--- config.mk ---
export PLATFORM = sky130hd
export DESIGN_NAME = weight_pattern_gen
export DESIGN_NICKNAME = d
export VERILOG_FILES = /design/src/rtl/weight_pattern_gen_pkg.sv /design/src/rtl/weight_pattern_gen_next.sv /design/src/rtl/weight_pattern_gen.sv
export SDC_FILE = /design/constraint.sdc
export NUM_CORES = 1
export LEC_CHECK = 0
export CAP_MARGIN = 5
export CELL_PAD_IN_SITES_DETAIL_PLACEMENT = 1
export CELL_PAD_IN_SITES_GLOBAL_PLACEMENT = 2
export CORE_MARGIN = 8
export CORE_UTILIZATION = 36
export CTS_BUF_LIST = sky130_fd_sc_hd__clkbuf_16
export DETAILED_ROUTE_END_ITERATION = 8
export GPL_ROUTABILITY_DRIVEN = 0
export GPL_TIMING_DRIVEN = 0
export PLACE_DENSITY = 0.84
export RECOVER_POWER = 25
export REMOVE_ABC_BUFFERS = 1
export SYNTH_ARGS = -nofsm -noshare
export SYNTH_HDL_FRONTEND = slang
export SYNTH_HIERARCHICAL = 1
export SYNTH_SLANG_ARGS = --single-unit
--- constraint.sdc ---
create_clock -name clk -period 8.59 [get_ports clk]
set_input_delay 2.577 -clock clk [delete_from_list [all_inputs] [get_ports clk]]
set_output_delay 2.577 -clock clk [all_outputs]
set_load 0.01 [all_outputs]
--- src/rtl/weight_pattern_gen_pkg.sv ---
// Shared definitions for the weight pattern generator: FSM encoding,
// default word width and the derived weight/index widths.
package weight_pattern_gen_pkg;

    typedef enum logic [1:0] {
        ST_IDLE = 2'd0,
        ST_EMIT = 2'd1,
        ST_FIN  = 2'd2
    } wpg_state_e;

    localparam int unsigned WPG_W_DEFAULT = 8;

    // Width needed to hold a weight in 0..w.
    function automatic int unsigned wpg_kw(input int unsigned w);
        return $clog2(w + 1);
    endfunction

    // Width of the sequence index; C(w, w/2) < 2**w for every supported w.
    function automatic int unsigned wpg_cw(input int unsigned w);
        return w;
    endfunction

endpackage

--- src/rtl/weight_pattern_gen_next.sv ---
// next_weight_word: combinational Gosper successor of a W-bit word with
// fixed popcount, plus a flag telling whether that successor is the final
// (highest) word of weight k.
//   x         : current word
//   k         : target weight
//   next_word : next larger word with the same popcount as x
//   is_last   : next_word equals k ones packed at the top of the word
module next_weight_word #(
    parameter int unsigned W  = 8,
    parameter int unsigned KW = $clog2(W + 1)
) (
    input  logic [W-1:0]  x,
    input  logic [KW-1:0] k,
    output logic [W-1:0]  next_word,
    output logic          is_last
);

    localparam int unsigned XW   = W + 1;
    localparam int unsigned CTZW = $clog2(W);

    logic [XW-1:0]   x_ext;
    logic [XW-1:0]   low_bit;
    logic [XW-1:0]   ripple;
    logic [CTZW-1:0] ctz;
    logic [W-1:0]    last_pat;

    // Isolate lowest set bit, locate it, then ripple and refill the low ones.
    always_comb begin
        x_ext   = {1'b0, x};
        low_bit = x_ext & (~x_ext + XW'(1));
        ctz     = '0;
        for (int i = int'(W) - 1; i >= 0; i--) begin
            if (low_bit[i]) begin
                ctz = CTZW'(i);
            end
        end
        ripple    = x_ext + low_bit;
        next_word = W'((((ripple ^ x_ext) >> 2) >> ctz) | ripple);
    end

    // Final word of weight k: ones in bit positions W-k .. W-1.
    always_comb begin
        for (int i = 0; i < int'(W); i++) begin
            last_pat[i] = (i >= int'(W) - int'(k));
        end
        is_last = (next_word == last_pat);
    end

endmodule

--- src/rtl/weight_pattern_gen.sv ---
// weight_pattern_gen: enumerates every W-bit word with exactly `weight` ones
// in ascending order over a valid/ready stream.
//   start/weight : launch an enumeration (accepted only while idle)
//   abort        : terminate an enumeration in progress
//   busy         : high whenever not idle
//   out_*        : valid/ready word stream with index and last flag
//   done         : one-cycle pulse after the final transfer or an abort
//   err          : one-cycle pulse when start carries weight > W
module weight_pattern_gen
    import weight_pattern_gen_pkg::*;
#(
    parameter int unsigned W  = WPG_W_DEFAULT,
    parameter int unsigned KW = wpg_kw(W),
    parameter int unsigned CW = wpg_cw(W)
) (
    input  logic          clk,
    input  logic          rst_n,
    input  logic          start,
    input  logic [KW-1:0] weight,
    input  logic          abort,
    output logic          busy,
    output logic          out_valid,
    input  logic          out_ready,
    output logic [W-1:0]  out_word,
    output logic [CW-1:0] out_idx,
    output logic          out_last,
    output logic          done,
    output logic          err
);

    wpg_state_e    state_q, state_d;
    logic [KW-1:0] k_q, k_d;
    logic [W-1:0]  word_q, word_d;
    logic [CW-1:0] idx_q, idx_d;
    logic          valid_q, valid_d;
    logic          last_q, last_d;
    logic          busy_q, busy_d;
    logic          done_q, done_d;
    logic          err_q, err_d;

    logic [W-1:0]  first_word_c;
    logic [W-1:0]  succ_word;
    logic          succ_last;

    next_weight_word #(
        .W  (W),
        .KW (KW)
    ) u_next (
        .x         (word_q),
        .k         (k_q),
        .next_word (succ_word),
        .is_last   (succ_last)
    );

    // Next-state and output logic.
    always_comb begin
        state_d = state_q;
        k_d     = k_q;
        word_d  = word_q;
        idx_d   = idx_q;
        valid_d = valid_q;
        last_d  = last_q;
        busy_d  = busy_q;
        done_d  = 1'b0;
        err_d   = 1'b0;

        // Lowest word of the requested weight: k ones at the bottom.
        for (int i = 0; i < int'(W); i++) begin
            first_word_c[i] = (i < int'(weight));
        end

        case (state_q)
            ST_IDLE: begin
                if (start) begin
                    if (32'(weight) > 32'(W)) begin
                        err_d = 1'b1;
                    end else begin
                        state_d = ST_EMIT;
                        k_d     = weight;
                        word_d  = first_word_c;
                        idx_d   = '0;
                        valid_d = 1'b1;
                        busy_d  = 1'b1;
                        // Only k=0 and k=W have a single-word sequence.
                        last_d  = (weight == '0) || (32'(weight) == 32'(W));
                    end
                end
            end
            ST_EMIT: begin
                if (abort) begin
                    state_d = ST_FIN;
                    valid_d = 1'b0;
                    last_d  = 1'b0;
                end else if (valid_q && out_ready) begin
                    if (last_q) begin
                        state_d = ST_FIN;
                        valid_d = 1'b0;
                        last_d  = 1'b0;
                    end else begin
                        word_d = succ_word;
                        idx_d  = idx_q + CW'(1);
                        last_d = succ_last;
                    end
                end
            end
            ST_FIN: begin
                state_d = ST_IDLE;
                busy_d  = 1'b0;
                done_d  = 1'b1;
            end
            default: begin
                state_d = ST_IDLE;
                valid_d = 1'b0;
                last_d  = 1'b0;
                busy_d  = 1'b0;
            end
        endcase
    end

    // State and output registers.
    always_ff @(posedge clk or negedge rst_n) begin
        if (!rst_n) begin
            state_q <= ST_IDLE;
            k_q     <= '0;
            word_q  <= '0;
            idx_q   <= '0;
            valid_q <= 1'b0;
            last_q  <= 1'b0;
            busy_q  <= 1'b0;
            done_q  <= 1'b0;
            err_q   <= 1'b0;
        end else begin
            state_q <= state_d;
            k_q     <= k_d;
            word_q  <= word_d;
            idx_q   <= idx_d;
            valid_q <= valid_d;
            last_q  <= last_d;
            busy_q  <= busy_d;
            done_q  <= done_d;
            err_q   <= err_d;
        end
    end

    assign busy      = busy_q;
    assign out_valid = valid_q;
    assign out_word  = word_q;
    assign out_idx   = idx_q;
    assign out_last  = last_q;
    assign done      = done_q;
    assign err       = err_q;

endmodule

==> results.tsv <==
stage	metric	value	unit
timing	fin crit share	52.1	%
yosys	Area contributors post-synth	dfrtp_1, o21ai_0, nand2_1, nor2_1, buf_6	
placed_design	dpl cell area	2740	um^2
flow_run	maxcap violations	0	
drt	Post-DRT Antenna Nets	0	
floorplanning	chip width	99.3	um
pwr	total power	0.991	mW
yosys	Syn Std Cell Area	2490	um^2
worst_setup_path	Worst setup SP type	input pin	
global_route	initial antenna violation count	0	
drt	drt first-iter violations	55	
floorplanning	# rows	30	
final_layout	final core occ	41.6	%
min_path	hold path depth	1	
worst_setup_path	Crit Reg-Reg Startpoint	out_word[4]	
min_path	worst hold endpoint	busy	
yosys	number of enable flip-flop cells after synthesis	0	
timing	max-slew violations	0	
pwr	Comb pwr share	62.4	%
yosys	Seq cells post-synth	27	
worst_setup_path	Max Fanout on Critical Path	21	
final_layout	post-route design area	2810	um^2
final_layout	filler cell count	852	
pwr	clock power share	10.4	%
clock_network	Post-CTS Setup Inserts	0	
floorplanning	Die H	99.3	um
timing	Worst Max-Slew Pin Slew	1.49	ns
global_route	largest net degree at the start of global routing	28	
placed_design	post-DP HPWL	5140	um
yosys	Post-Syn Area per Cell	7.97	um^2
clock_network	Max H-tree Level	1	
yosys	Yosys top cell area share	27.1	%
status	status	finished, final reports clean	
yosys	YS warnings	6	
placed_design	input/output buffers	29	
worst_setup_path	worst setup path class	input pin to flop	
timing	Final min period	4.48	ns
clock_network	clk_lat worst skew	0.26	ns
timing	max frequency	0.223	GHz
final_layout	nets@finish	337	
drt	post-route DRC violation count	0	
pwr	Switching Fraction	50.3	%
yosys	Synth Instances	313	
timing	setup TNS	0	ns
timing	RSZ-0062 raised after global routing	no	
timing	Hold Vio Cnt, Final	0	
yosys	Async SR Flop Fraction	100	%
worst_setup_path	R2R setup slack	4.97	ns
clock_network	clk sinks	27	
final_layout	share of cells above drive strength 1	9.29	%
worst_setup_path	CP Data Required Time	8.74	ns
final_layout	Diodes inserted	0	
worst_setup_path	r2r worst-path depth	10	
global_route	vias in the first global route	2418	
drt	via/cell ratio	5.93	
global_route	total grt overflow	0	
yosys	Main synth FF type	dfrtp_1	
floorplanning	Top Ports	30	
worst_setup_path	Worst setup EP type	flop	
global_route	total track usage	14.6	%
drt	mean routed wirelength per cell	17.2	um
clock_network	Max Root-Sink Buffers	2	
clock_network	root buffer selected by CTS	clkbuf_16	
clock_network	Clock Pin Slew Worst Setup and Hold Paths	0.06	ns
pwr	Seq pwr share	27.2	%
clock_network	post-cts resize count	0	
worst_setup_path	Worst Path Arrival	4.62	ns
pwr	Sw Pwr	0.498	mW
clock_network	hold_buf cts	0	
pwr	Static Leak	1.13	nW
final_layout	area delta synth->final	12.7	%
timing	Worst slew margin	0.875	%
global_route	global-route wire length before repair	12100	um
floorplanning	initial core utilization	36.9	%
min_path	Hold Crit Class	flop to flop	
drt	routed wire length	6950	um
worst_setup_path	R2R Path End	out_last	
clock_network	CTS buffer count	3	
drt	DR pass1 iterations	4	
floorplanning	Core Area	6760	um^2
drt	via count	2388	
pwr	power density cells	353	nW/um^2
timing	Layout Skew	0.00236	ns
yosys	post-synthesis sequential area ratio	27.1	%
floorplanning	Total Die Area	9850	um^2
min_path	hold path start	busy	
pwr	Peak VDD IR	122	uV
pwr	cell-internal power	0.493	mW
yosys	Synth area leader	dfrtp_1	
timing	# setup viols final	0	
yosys	post-synth cell types	68	
clock_network	CTS tree	built	
-- cells by family after synthesis --
group	after synthesis	synth area share [%]
flops	27	27.1
xor+xnor	8	2.81
fa+ha+maj	4	2.01
simple gates	126	27.0
buf+inv	36	7.82
mux	7	3.16
compound gates	105	30.1
-- power groups by stage --
stage / sequential [mW] / combinational, mW / clock (mW)
after floorplan: 0.250 / 0.436 / 0
after global placement: 0.272 / 0.611 / 0
after detailed placement: 0.273 / 0.618 / 0
after CTS: 0.271 / 0.622 / 0.106
after global routing: 0.285 / 0.690 / 0.110
final: 0.269 / 0.619 / 0.103
-- cell usage in the layout (no fill, tap or decap), types with 4 or more instances in the layout --
| cell type | netlist | routed |
|---|---|---|
| inv_1 | 12 | 13 |
| a21oi_1 | 13 | 13 |
| xnor2_1 | 4 | 4 |
| nor3_1 | 4 | 4 |
| o31ai_1 | 4 | 4 |
| ha_1 | 4 | 4 |
| nor2b_1 | 6 | 6 |
| a22oi_1 | 5 | 5 |
| nor2_1 | 33 | 33 |
| nand2_1 | 38 | 38 |
| a31oi_1 | 6 | 6 |
| and3_1 | 4 | 4 |
| nor4_1 | 4 | 4 |
| xor2_1 | 4 | 4 |
| dfrtp_1 | 27 | 27 |
| o21ai_0 | 33 | 33 |
| clkdlybuf4s50_1 | 0 | 28 |
| or3_1 | 5 | 5 |
| a211oi_1 | 5 | 5 |
-- critical path, stage by stage --
cell and delay [ns]:
clkdlybuf4s50_1 0.72, o31ai_4 0.15, a22oi_2 0.76, mux2_2 0.41
-- how the worst max path moves through the flow --
stage,start,endpoint,slack [ns],cells after the start
2_1_floorplan,abort,out_word[3],4.73,3
3_3_place_gp,weight[1],out_word[3],3.78,4
3_5_place_dp,weight[1],out_word[3],3.82,4
4_1_cts,weight[1],out_word[3],4.08,4
5_1_grt,weight[1],out_word[3],3.90,4
6_report,weight[1],out_word[3],4.11,4
-- layout make-up --
cell class                 count  area [um^2]  share of cell area (%)
clock buffer                   3         75.1                    2.67
multi-input combinational    250         1620                    57.8
sequential                    27          676                    24.0
inverter                      13         48.8                    1.74
timing repair buffer          29          284                    10.1
clock inverter                 1         3.75                   0.134
tap                           80          100                    3.56
-- registers in the layout, indices dropped and copies added (netlist names) --
name       flops
k_q            4
out_last       1
busy           1
err            1
state_q        2
done           1
out_word       8
out_valid      1
out_idx        8
-- layer usage --
layer | vias to the layer above | track usage [%] | part of all wire (%)
li1 | 1169 | - | -
met1 | 1168 | 19.2 | 49
met2 | 41 | 24.4 | 46
met3 | 10 | 1.96 | 3.4
met4 | 0 | 3.96 | 1.8
met5 | - | 0 | 0
-- per-stage QoR --
stage | cells | worst slack (ns) | hold slack [ns]
after global placement | 399 | 3.78 | 0.470
final | 403 | 4.11 | 0.489
after floorplan | 290 | 4.73 | 0.520
after CTS | 403 | 4.08 | 0.495
after global routing | 403 | 3.90 | 0.510
after detailed placement | 399 | 3.82 | 0.468
-- cell usage after synthesis, types with 3 or more instances --
cell	n
dfrtp_1	27
o21ai_0	33
a22oi_1	5
xnor2_1	4
a311oi_1	3
and3_1	4
a31oi_1	6
nand2b_1	3
xor2_1	4
or2_2	3
mux2_2	3
nand2_1	38
a211oi_1	5
a21oi_1	13
inv_1	12
nor2_1	33
o31a_1	3
nor2b_1	6
ha_1	4
clkbuf_1	5
or3_1	5
buf_2	12
nand3_1	3
nor4_1	4
buf_6	6
mux2i_1	3
o31ai_1	4
o22a_1	3
a21o_1	3
nor3_1	4
nand3b_1	3
No activity file was read; power rests on OpenSTA's default activity.
